### src/rtl/dist_sdpram_pkg.sv
// Shared types, parameter limits and the byte-lane merge used by the
// write path and the read-side collision bypass.
package dist_sdpram_pkg;

    typedef enum logic [0:0] {
        ST_IDLE  = 1'b0,
        ST_CLEAR = 1'b1
    } clr_state_t;

    localparam int MIN_ADDR_WIDTH = 4;
    localparam int MAX_ADDR_WIDTH = 10;
    localparam int MIN_RD_PORTS   = 1;
    localparam int MAX_RD_PORTS   = 4;
    localparam int MIN_DATA_WIDTH = 8;
    localparam int MAX_DATA_WIDTH = 256;

    // Callers zero-extend to MAX_DATA_WIDTH and truncate the result back.
    function automatic logic [MAX_DATA_WIDTH-1:0] be_merge(
        input logic [MAX_DATA_WIDTH-1:0] old_word,
        input logic [MAX_DATA_WIDTH-1:0] new_word,
        input logic [MAX_DATA_WIDTH-1:0] be,
        input int                        byte_width
    );
        logic [MAX_DATA_WIDTH-1:0] merged;
        merged = old_word;
        for (int i = 0; i < MAX_DATA_WIDTH; i++) begin
            if (be[8'(i / byte_width)]) begin
                merged[8'(i)] = new_word[8'(i)];
            end
        end
        return merged;
    endfunction

endpackage

### src/rtl/dist_sdpram_rd_pipe.sv
// One read port: collision mux, 0/1/2-stage data pipeline and matching
// valid pipeline.
module dist_sdpram_rd_pipe
    import dist_sdpram_pkg::*;
#(
    parameter int ADDR_WIDTH = 4,
    parameter int DATA_WIDTH = 32,
    parameter int BYTE_WIDTH = 8,
    parameter int RD_LATENCY = 1,
    parameter int BYPASS     = 1
) (
    input  logic                             wr_clk,
    input  logic                             asyn_rst,
    input  logic                             rd_accept,
    input  logic [ADDR_WIDTH-1:0]            rd_addr,
    input  logic [DATA_WIDTH-1:0]            mem_word,
    input  logic                             wr_accept,
    input  logic [ADDR_WIDTH-1:0]            wr_addr,
    input  logic [DATA_WIDTH/BYTE_WIDTH-1:0] wr_be,
    input  logic [DATA_WIDTH-1:0]            wr_data,
    output logic [DATA_WIDTH-1:0]            rd_data,
    output logic                             rd_valid
);

    logic                  hit;
    logic [DATA_WIDTH-1:0] merged_word;
    logic [DATA_WIDTH-1:0] capture_word;

    assign hit          = wr_accept && (wr_addr == rd_addr);
    assign merged_word  = DATA_WIDTH'(be_merge(MAX_DATA_WIDTH'(mem_word),
                                               MAX_DATA_WIDTH'(wr_data),
                                               MAX_DATA_WIDTH'(wr_be),
                                               BYTE_WIDTH));
    // Write-first hands the post-edge word to stage 1; read-first keeps the array value.
    assign capture_word = ((BYPASS != 0) && hit) ? merged_word : mem_word;

    generate
        if (RD_LATENCY == 0) begin : g_lat0
            logic unused_sink;
            assign unused_sink = &{1'b0, wr_clk, asyn_rst, capture_word};
            assign rd_data     = mem_word;
            assign rd_valid    = rd_accept;
        end else begin : g_lat_reg
            logic [DATA_WIDTH-1:0] s1_data_reg;
            logic                  s1_valid_reg;

            always_ff @(posedge wr_clk or posedge asyn_rst) begin
                if (asyn_rst) begin
                    s1_data_reg  <= '0;
                    s1_valid_reg <= 1'b0;
                end else begin
                    s1_valid_reg <= rd_accept;
                    if (rd_accept) begin
                        s1_data_reg <= capture_word;
                    end
                end
            end

            if (RD_LATENCY == 1) begin : g_lat1
                assign rd_data  = s1_data_reg;
                assign rd_valid = s1_valid_reg;
            end else begin : g_lat2
                logic [DATA_WIDTH-1:0] s2_data_reg;
                logic                  s2_valid_reg;

                always_ff @(posedge wr_clk or posedge asyn_rst) begin
                    if (asyn_rst) begin
                        s2_data_reg  <= '0;
                        s2_valid_reg <= 1'b0;
                    end else begin
                        s2_data_reg  <= s1_data_reg;
                        s2_valid_reg <= s1_valid_reg;
                    end
                end

                assign rd_data  = s2_data_reg;
                assign rd_valid = s2_valid_reg;
            end
        end
    endgenerate

endmodule

### src/rtl/dist_sdpram_mrp.sv
// Distributed simple-dual-port RAM with byte enables, up to four read
// ports and a sequential clear engine.
module dist_sdpram_mrp
    import dist_sdpram_pkg::*;
#(
    parameter int ADDR_WIDTH   = 4,
    parameter int DATA_WIDTH   = 32,
    parameter int BYTE_WIDTH   = 8,
    parameter int RD_PORTS     = 2,
    parameter int RD_LATENCY   = 1,
    parameter int BYPASS       = 1,
    parameter int CLEAR_ON_RST = 1
) (
    input  logic                             wr_clk,
    input  logic                             asyn_rst,
    input  logic                             wr_en,
    input  logic [DATA_WIDTH/BYTE_WIDTH-1:0] wr_be,
    input  logic [ADDR_WIDTH-1:0]            wr_addr,
    input  logic [DATA_WIDTH-1:0]            wr_data,
    input  logic [RD_PORTS-1:0]              rd_en,
    input  logic [RD_PORTS*ADDR_WIDTH-1:0]   rd_addr,
    output logic [RD_PORTS*DATA_WIDTH-1:0]   rd_data,
    output logic [RD_PORTS-1:0]              rd_valid,
    input  logic                             clr_req,
    output logic                             init_busy,
    output logic                             wr_drop
);

    localparam int DEPTH = 2**ADDR_WIDTH;
    localparam clr_state_t RST_STATE = (CLEAR_ON_RST != 0) ? ST_CLEAR : ST_IDLE;

    generate
        if (ADDR_WIDTH < MIN_ADDR_WIDTH || ADDR_WIDTH > MAX_ADDR_WIDTH ||
            RD_PORTS < MIN_RD_PORTS || RD_PORTS > MAX_RD_PORTS ||
            DATA_WIDTH < MIN_DATA_WIDTH || DATA_WIDTH > MAX_DATA_WIDTH ||
            BYTE_WIDTH < 1 || (DATA_WIDTH % BYTE_WIDTH) != 0 ||
            RD_LATENCY < 0 || RD_LATENCY > 2) begin : g_param_error
            $error("dist_sdpram_mrp: illegal parameter combination");
        end
    endgenerate

    clr_state_t            state_reg, state_next;
    logic [ADDR_WIDTH-1:0] cnt_reg, cnt_next;
    logic                  wr_drop_reg;
    logic                  clearing;
    logic                  wr_accept;
    logic [RD_PORTS-1:0]   rd_accept;
    logic [DATA_WIDTH-1:0] wr_word;
    logic [DATA_WIDTH-1:0] mem [DEPTH];

    assign clearing  = (state_reg == ST_CLEAR);
    assign wr_accept = wr_en && !clearing;
    assign rd_accept = rd_en & {RD_PORTS{!clearing}};
    assign init_busy = clearing;
    assign wr_drop   = wr_drop_reg;

    always_ff @(posedge wr_clk or posedge asyn_rst) begin
        if (asyn_rst) begin
            state_reg   <= RST_STATE;
            cnt_reg     <= '0;
            wr_drop_reg <= 1'b0;
        end else begin
            state_reg   <= state_next;
            cnt_reg     <= cnt_next;
            wr_drop_reg <= wr_en && clearing;
        end
    end

    always_comb begin
        state_next = state_reg;
        cnt_next   = cnt_reg;
        case (state_reg)
            ST_IDLE: begin
                if (clr_req) begin
                    state_next = ST_CLEAR;
                    cnt_next   = '0;
                end
            end
            ST_CLEAR: begin
                cnt_next = cnt_reg + 1'b1;
                if (cnt_reg == '1) begin
                    state_next = ST_IDLE;
                end
            end
            default: begin
                state_next = ST_IDLE;
                cnt_next   = '0;
            end
        endcase
    end

    // Read-modify-write keeps unselected lanes; clearing owns the array outright.
    assign wr_word = DATA_WIDTH'(be_merge(MAX_DATA_WIDTH'(mem[wr_addr]),
                                          MAX_DATA_WIDTH'(wr_data),
                                          MAX_DATA_WIDTH'(wr_be),
                                          BYTE_WIDTH));

    always_ff @(posedge wr_clk) begin
        if (clearing) begin
            mem[cnt_reg] <= '0;
        end else if (wr_en) begin
            mem[wr_addr] <= wr_word;
        end
    end

    generate
        for (genvar gi = 0; gi < RD_PORTS; gi++) begin : g_rd_port
            logic [ADDR_WIDTH-1:0] port_addr;
            logic [DATA_WIDTH-1:0] port_word;

            assign port_addr = rd_addr[gi*ADDR_WIDTH +: ADDR_WIDTH];
            assign port_word = mem[port_addr];

            dist_sdpram_rd_pipe #(
                .ADDR_WIDTH (ADDR_WIDTH),
                .DATA_WIDTH (DATA_WIDTH),
                .BYTE_WIDTH (BYTE_WIDTH),
                .RD_LATENCY (RD_LATENCY),
                .BYPASS     (BYPASS)
            ) u_rd_pipe (
                .wr_clk    (wr_clk),
                .asyn_rst  (asyn_rst),
                .rd_accept (rd_accept[gi]),
                .rd_addr   (port_addr),
                .mem_word  (port_word),
                .wr_accept (wr_accept),
                .wr_addr   (wr_addr),
                .wr_be     (wr_be),
                .wr_data   (wr_data),
                .rd_data   (rd_data[gi*DATA_WIDTH +: DATA_WIDTH]),
                .rd_valid  (rd_valid[gi])
            );
        end
    endgenerate

endmodule

### config.mk
export PLATFORM = sky130hd
export DESIGN_NAME = dist_sdpram_mrp
export DESIGN_NICKNAME = d
export VERILOG_FILES = /design/src/rtl/dist_sdpram_pkg.sv /design/src/rtl/dist_sdpram_rd_pipe.sv /design/src/rtl/dist_sdpram_mrp.sv
export SDC_FILE = /design/constraint.sdc
export NUM_CORES = 1
export LEC_CHECK = 0
export CAP_MARGIN = 20
export CORE_MARGIN = 1.5
export CORE_UTILIZATION = 40
export DETAILED_ROUTE_END_ITERATION = 12
export GPL_ROUTABILITY_DRIVEN = 0
export SYNTH_ARGS = -nofsm -noshare
export SYNTH_HDL_FRONTEND = slang
export SYNTH_SLANG_ARGS = --single-unit
### constraint.sdc
create_clock -name wr_clk -period 4.5 [get_ports wr_clk]
set_input_delay 0.45 -clock wr_clk [delete_from_list [all_inputs] [get_ports wr_clk]]
set_output_delay 0.45 -clock wr_clk [all_outputs]
set_load 0.005 [all_outputs]
After elaboration in Yosys (flattened, before gate mapping)
Memory sizes are Yosys's and may differ from the RTL's.
Cells that the tools add are included.
{"block": "classes", "n_mux": 111, "add_sub_neg": 1, "n_bitwise": 2, "reduce_logical": 10, "eq_ne": 8}
{"op": "$mux 1", "count": 103}
{"op": "$mux 32", "count": 3}
{"op": "$reduce_or 32->1", "count": 1}
{"op": "$mux 4", "count": 3}
{"op": "$eq 4x4->1", "count": 2}
{"op": "$pmux 4 s2", "count": 1}
{"op": "$reduce_and 2->1", "count": 4}
{"op": "$add 4x1->4 const B", "count": 1}
{"op": "$eq 4x4->1 const B", "count": 1}
{"op": "$logic_and 1x1->1", "count": 4}
{"op": "$ne 1x1->1 const B", "count": 4}
{"op": "$and 2x2->2", "count": 1}
{"op": "$ne 2x2->1 const B", "count": 1}
{"op": "$pmux 1 s2", "count": 1}
{"op": "$logic_not 1->1", "count": 1}
{"op": "$not 1->1", "count": 1}
{"block": "totals", "reg_bits": 72, "memories": 1, "output_inout_bits": 68, "inputBits": 54, "mem_bits_rw": 512, "elab_cells": 140}
{"name": "mem", "depth": 16, "word_bits": 32, "rd": 2, "rd_clocked_by_memory_dff": 0, "wr": 1, "line_no": "dist_sdpram_mrp.sv:49", "text": "logic [DATA_WIDTH-1:0] mem [DEPTH];"}

Longest topological paths before layout
Gate-level depths: netlist of run 1.
{"block": "depth", "ltp_word": 6, "depth_mapped": 8, "ltp_nobuf": 4}

By module
From an unflattened synthesis of run 1, not the netlist that was laid out.
{"block": "unflattened", "cells_unflattened": 1667, "area_unflattened_um2": 28244.6}
{"mod": "dist_sdpram_mrp", "area_per_inst_um2": 24050.6, "seq_area_each_um2": 15526.1, "n_inst": 1, "cells_each": 1251}
{"mod": "dist_sdpram_rd_pipe", "area_per_inst_um2": 2097.0, "seq_area_each_um2": 825.8, "n_inst": 2, "cells_each": 208}

Least setup slack after synthesis of run 1
Ideal clock, no wire load.
{"block": "synth_timing", "path_type": "register to register", "from": "reg state_reg (netlist: init_busy)", "to": "mem mem[11][0], enable pin", "path_buffers": 3, "arrival_time_ns": 2.296, "synth_period_minus_slack_ns": 2.679, "stages_incl_launch_ff": 8, "t_required_ns": 4.117, "setup_ns": 0.383, "setup_slack_ns": 1.821, "path_cell_list": "dfstp_2 -> clkbuf_1 -> nand2b_1 -> buf_2 -> nor2_4 -> mux2_2 -> clkbuf_1 -> nor3_1"}
{"block": "synth_via", "elab_chain_len": 5, "elab_cells_between_ends": 11, "cone_classes": "mux (6); reduce/logical (5)"}
{"item": "start: declaration", "line_no": "dist_sdpram_mrp.sv:42", "text": "clr_state_t state_reg, state_next;"}
{"item": "start signal: assignment", "line_no": "dist_sdpram_mrp.sv:63", "text": "state_reg <= state_next;"}
{"item": "$mux 1", "line_no": "dist_sdpram_mrp.sv:99", "text": "if (clearing) begin"}
{"item": "$mux 1 (implied by the code)", "line_no": "dist_sdpram_mrp.sv:102", "text": "mem[wr_addr] <= wr_word;"}
{"item": "$reduce_and 2->1 (no line)"}
{"item": "$reduce_or 32->1 (no line)"}
{"item": "$mux 4 (no line)"}
{"item": "end: declaration", "line_no": "dist_sdpram_mrp.sv:49"}
Parallel ways exist; a longest one is shown, timed or not.

Final worst setup path of run 1
{"block": "layout_timing", "from": "reg state_reg (netlist: init_busy)", "to": "reg g_rd_port[1].u_rd_pipe.g_lat_reg.s1_data_reg[30]"}
{"block": "layout_via", "elab_cells_between_ends": 5, "cone_classes": "mux (1); bitwise (1); reduce/logical (3)"}
{"item": "$logic_not 1->1", "line_no": "dist_sdpram_mrp.sv:53", "text": "assign rd_accept = rd_en & {RD_PORTS{!clearing}};"}
{"item": "$and 2x2->2", "line_no": "dist_sdpram_mrp.sv:53"}
{"item": "net g_rd_port[1].u_rd_pipe.rd_accept", "line_no": "dist_sdpram_rd_pipe.sv:14", "text": "input logic rd_accept,"}
{"item": "end signal: assignment", "line_no": "dist_sdpram_rd_pipe.sv:54", "text": "s1_data_reg <= capture_word;"}
{"item": "end: declaration", "line_no": "dist_sdpram_rd_pipe.sv:44", "text": "logic [DATA_WIDTH-1:0] s1_data_reg;"}
The timed path passes the listed nets, and every way through them passes these cells.
A chain may end at the register's enable or synchronous reset.

==> flow_summary.toml, run 1 <==
[yosys]
synth_fp_nets = 1692
synth_top_cell_area_share_pct = 55.8
synth_top_family_by_area = "multiplexers"
synth_top_area_cell = "edfxtp_1"
avgSynthCellArea_um2 = 16.8
synthCells = 1637
synth_simple_gate_area_share_pct = 4.39
synthXorXnorAreaFrac_pct = 0.254
synth_area_leaders = "edfxtp_1, mux4_2, dfrtp_1"
synth_compound_area_share_pct = 7.02
synthMuxAreaShare_pct = 23.4
synthAdderAreaFrac_pct = 0.0454
syn_area_um2 = 27600
ys_warn_count = 0
synth_cell_type_count = 43
ys_ff_latch = 584
ys_seq_area_share_pct = 62.3

[sta]
maxSlewViolCount = 0
layout_min_cycle_time_ps = 3050
hold_violations = 0
max_freq_mhz = 328
finClkSkew_ps = 21.1
setup_viol = 0
worstMarginPinSlew_ps = 1030
period_share_pct = 67.8
relSlewSlack_pct = 30.6
setup_slack_ps = 1450
finalSetupTns_ps = 0
rsz0062_at_grt = "no"

[cells_and_area]
area_growth_pct = 17.7
nNetsFinal = 1882
layout_common_cells = "edfxtp_1, mux4_2, clkdlybuf4s50_1, buf_4, mux2_2"
final_util_pct = 47.4
layout_commonest_cell = "edfxtp_1"
largest_reg_flops = 512
drive_gt1_share_pct = 29.6

[setup_path]
worst_ep_required_time_ps = 5000
worstSetupStartpointType = "flop"
cp_top_family = "simple AND/OR/NAND/NOR gates"
crit_chain = "nand2b_2 > inv_1 > and4_1 > a221o_1"
cp.arrival_ps = 3550
criticalPathCategory = "flop to flop"
reg2reg_depth = 4
worst_r2r_endpoint = "g_rd_port[1].u_rd_pipe.rd_data[30]"
critPathBufInv = 1
r2r_start = "init_busy"
slowest_stage = "dfstp_2"
cp_max_fo = 25
endpoint_kind = "flop"
cpPeakStageDelay_ps = 780
regToRegSetupSlack_ps = 1450

[floorplan]
io_pins = 122
core-area_um2 = 68500
start_util_pct = 40.3
die-height_um = 266
chipWidth_um = 266
core.rowCount = 96
dieArea_um2 = 70500

[clocking]
h-tree-depth = 2
hold_buffers = 0
post_cts_resized = 0
clk_pin_slew_ps = 60
cts-root-buf = "clkbuf_16"
cts_buffers = 60
cts_sinks = 584
post_cts_buffers = 0
cts_max_path_buffers = 3
clock_latency_ps = 630
tritoncts = "yes"

[route]
vias = 17300
drt-pass1-iter-count = 5
viasPerCell = 6.27
drtIter0Drc = 2084
drc_errors = 0
wl_per_cell_um = 30.8
totalWireLength_um = 85100
antenna_left = 0

[global_routing]
overflow = 0
grt_pass1_wl_um = 123000
grt_pass1_vias = 17500
grtUsageTotal_pct = 24.1
grt_start_max_net_pins = 80
antenna_found_initial = 2

[place]
port_buffers = 121
place_hpwl_um = 57000
dpl_worst_slack_ps = 983

[status]
status = "completed"

[power]
power.leakage_nw = 11.1
finalPower_mw = 17.5
powerDensity_nw_per_um2 = 538
ir_worst_vdd_uv = 301

[run]
drv_cap = 0

[hold_path]
hold_class = "primary input to asynchronous set/reset pin"
-- per-stage QoR --
step	std cells	hold slack (ps)	instance area [µm²]
floorplan	1637	480	27600
global placement	2619	479	30200
detailed placement	2634	481	30300
CTS	2746	237	32400
global route	2760	262	32400
finish	2760	229	32400
-- worst max-delay path by stage --
| stage | startpoint | end | slack, ps | cells after the start |
|---|---|---|---|---|
| detailed placement | wr_be[3] | mem[3][6] | 980 | 6 |
| finish | init_busy | g_rd_port[1].u_rd_pipe.rd_data[30] | 1450 | 4 |
| global route | init_busy | mem[2][7] | 1400 | 6 |
| global placement | wr_be[3] | mem[2][4] | 910 | 6 |
| CTS | init_busy | mem[2][4] | 1550 | 6 |
| floorplan | init_busy | mem[11][0] | 1820 | 7 |
-- synthesized netlist by cell type (all sizes together) --
library cell,count
buf,63
dfstp,1
inv,30
dfrtp,71
a221o,38
and2,46
a22o,3
o21ai,43
nand4,4
a22oi,26
clkinv,2
a221oi,2
xor2,8
o221ai,24
mux4,194
nand3b,2
a2bb2oi,23
o22a,2
nor2,16
or2,3
and3,2
a31o,3
o31ai,1
a31oi,5
o22ai,73
nor3,91
nor4,1
nand2b,7
mux2,100
nor2b,14
ha,1
and4,5
nand3,3
mux2i,91
edfxtp,512
clkbuf,67
a21oi,30
nand2,30
-- worst reg2reg max path, cell delays in order (launching register included) --
cell	delay [ps]
dfstp_2	780
nand2b_2	730
inv_1	430
and4_1	540
a221o_1	460
-- cell families (layout without fill, tap and decap cells) --
family                   after synthesis  after routing
AO/OA/AOI/OAI                        273            273
XOR/XNOR                               8              8
adder cells (fa/ha/maj)                1              1
buffers and inverters                162            402
flip-flops                           584            584
multiplexers                         385            385
other                                  0              1
AND/OR/NAND/NOR                      224            224
-- per-layer routing --
layer,part of all wire (%),track usage [%],up-vias
met1,41,33.5,9005
met3,10,6.72,146
li1,-,-,7195
met4,3.1,7.57,0
met5,0,0,-
met2,46,36.9,948
-- report_power, final --
group,internal [mW],switching (mW)
Combinational,2.02,2.35
Sequential,7.27,0.593
Clock,3.06,2.17
-- final cells by class --
cell class | instances | area (µm²)
tap | 882 | 1100
antenna | 1 | 2.50
timing repair buffer | 258 | 2280
sequential | 584 | 17200
clock inverter | 44 | 513
clock buffer | 68 | 1550
fill | 5753 | 36000
multi-input combinational | 891 | 9700
inverter | 32 | 123
Note: power is estimated with default switching activity, not from simulation.
==> run 2: changes to the inputs <==
==> constraint.sdc (replaced) <==
create_clock -name wr_clk -period 2.8 [get_ports wr_clk]
set_input_delay 0.28 -clock wr_clk [delete_from_list [all_inputs] [get_ports wr_clk]]
set_output_delay 0.28 -clock wr_clk [all_outputs]
set_load 0.005 [all_outputs]
==> flow_summary.toml, run 2 (synthesis results as in run 1) <==
[setup_path]
cp_max_fo = 16
slowest_stage = "mux2i_4"
critPathBufInv = 1
cpPeakStageDelay_ps = 900
worstSetupStartpointType = "flop"
endpoint_kind = "flop"
crit_chain = "nand2b_1 > nor2_4 > mux2i_4 > nor3_1 > buf_4"
worst_ep_required_time_ps = 3140
criticalPathCategory = "flop to flop"
cp_top_family = "multiplexers"
cp.arrival_ps = 2800

[place]
place_hpwl_um = 60500
port_buffers = 121
placed_cell_area_um2 = 31000

[sta]
layout_min_cycle_time_ps = 2460
max_freq_mhz = 406
whs_ps = 124
period_share_pct = 87.9
finalSetupTns_ps = 0
finClkSkew_ps = 23.3
relSlewSlack_pct = 33.1
rsz0062_at_grt = "no"
hold_violations = 0
worstMarginPinSlew_ps = 983
maxSlewViolCount = 0
setup_viol = 0

[global_routing]
antenna_found_initial = 2
overflow = 0
grt_pass1_wl_um = 127000
grtUsageTotal_pct = 25.1
grt_start_max_net_pins = 42
grt_pass1_vias = 17900

[route]
vias = 17700
drc_errors = 0
drt-pass1-iter-count = 5
totalWireLength_um = 88300
drtIter0Drc = 2444
antenna_left = 0
wl_per_cell_um = 31.3
viasPerCell = 6.29

[cells_and_area]
drive_gt1_share_pct = 31.2
largest_reg_flops = 512
nNetsFinal = 1938
antenna_cells = 0
final_util_pct = 48.5
regArea_um2 = 17200
layout_commonest_cell = "edfxtp_1"
multiInputGateArea_um2 = 9680
layout_common_cells = "edfxtp_1, mux4_2, buf_4"
area_growth_pct = 20.5
fin_area_um2 = 33200
nFillCells = 5690

[clocking]
post_cts_buffers = 0
cts_buffers = 66
cts-root-buf = "clkbuf_16"
h-tree-depth = 3
cts_sinks = 584
post_cts_resized = 0
clock_latency_ps = 600
cts_max_path_buffers = 3
tritoncts = "yes"
clk_pin_slew_ps = 60
hold_buffers = 0

[floorplan]
die-height_um = 266
core-area_um2 = 68500
dieArea_um2 = 70500
core.rowCount = 96
chipWidth_um = 266
start_util_pct = 40.3
io_pins = 122

[power]
powerDensity_nw_per_um2 = 868
ir_worst_vdd_uv = 473
power.leakage_nw = 11.6
finalPower_mw = 28.8

[hold_path]
hold_class = "primary input to asynchronous set/reset pin"

[run]
drv_cap = 0

[status]
status = "completed"
==> run 2: per-stage QoR <==
stage | setup WS (ps) | std cells
final | 338 | 2818
after global routing | 251 | 2818
after CTS | 356 | 2818
after detailed placement | -41.5 | 2697
after global placement | 4.19 | 2697
after floorplan | 121 | 1637
==> run 2: path summary, 6_finish.rpt <==
| check | from | end | slack (ps) | depth (start not counted) |
|---|---|---|---|---|
| worst max-delay path | init_busy | mem[8][20] | 340 | 5 |
| worst min-delay path | asyn_rst | g_rd_port[0].u_rd_pipe.rd_data[29] | 120 | 2 |
| worst max register to register | init_busy | mem[8][20] | 340 | 5 |
| worst min register to register | g_rd_port[0].u_rd_pipe.rd_data[24] | g_rd_port[0].u_rd_pipe.rd_data[24] | 500 | 2 |
| max in group asynchronous | asyn_rst | init_busy | 1970 | 3 |
| min in group wr_clk | rd_addr[3] | g_rd_port[0].u_rd_pipe.rd_data[10] | 300 | 3 |
==> run 2: cell type report <==
cell class	count	area share, %
timing repair buffer	308	8.76
clock inverter	32	1.08
multi-input combinational	891	29.1
tap	882	3.32
clock buffer	89	5.64
inverter	32	0.369
sequential	584	51.7
==> run 2: per-layer routing <==
layer | share of wire, % | track usage [%]
met1 | 40 | 34.6
met3 | 11 | 7.68
met2 | 44 | 37.3
met4 | 4.1 | 9.98
met5 | 0.015 | 0
==> run 2: power by group <==
part	internal, mW	switching (mW)
clock	5.37	3.53
sequential	11.7	1.02
combinational	3.42	3.82
total	20.5	8.37
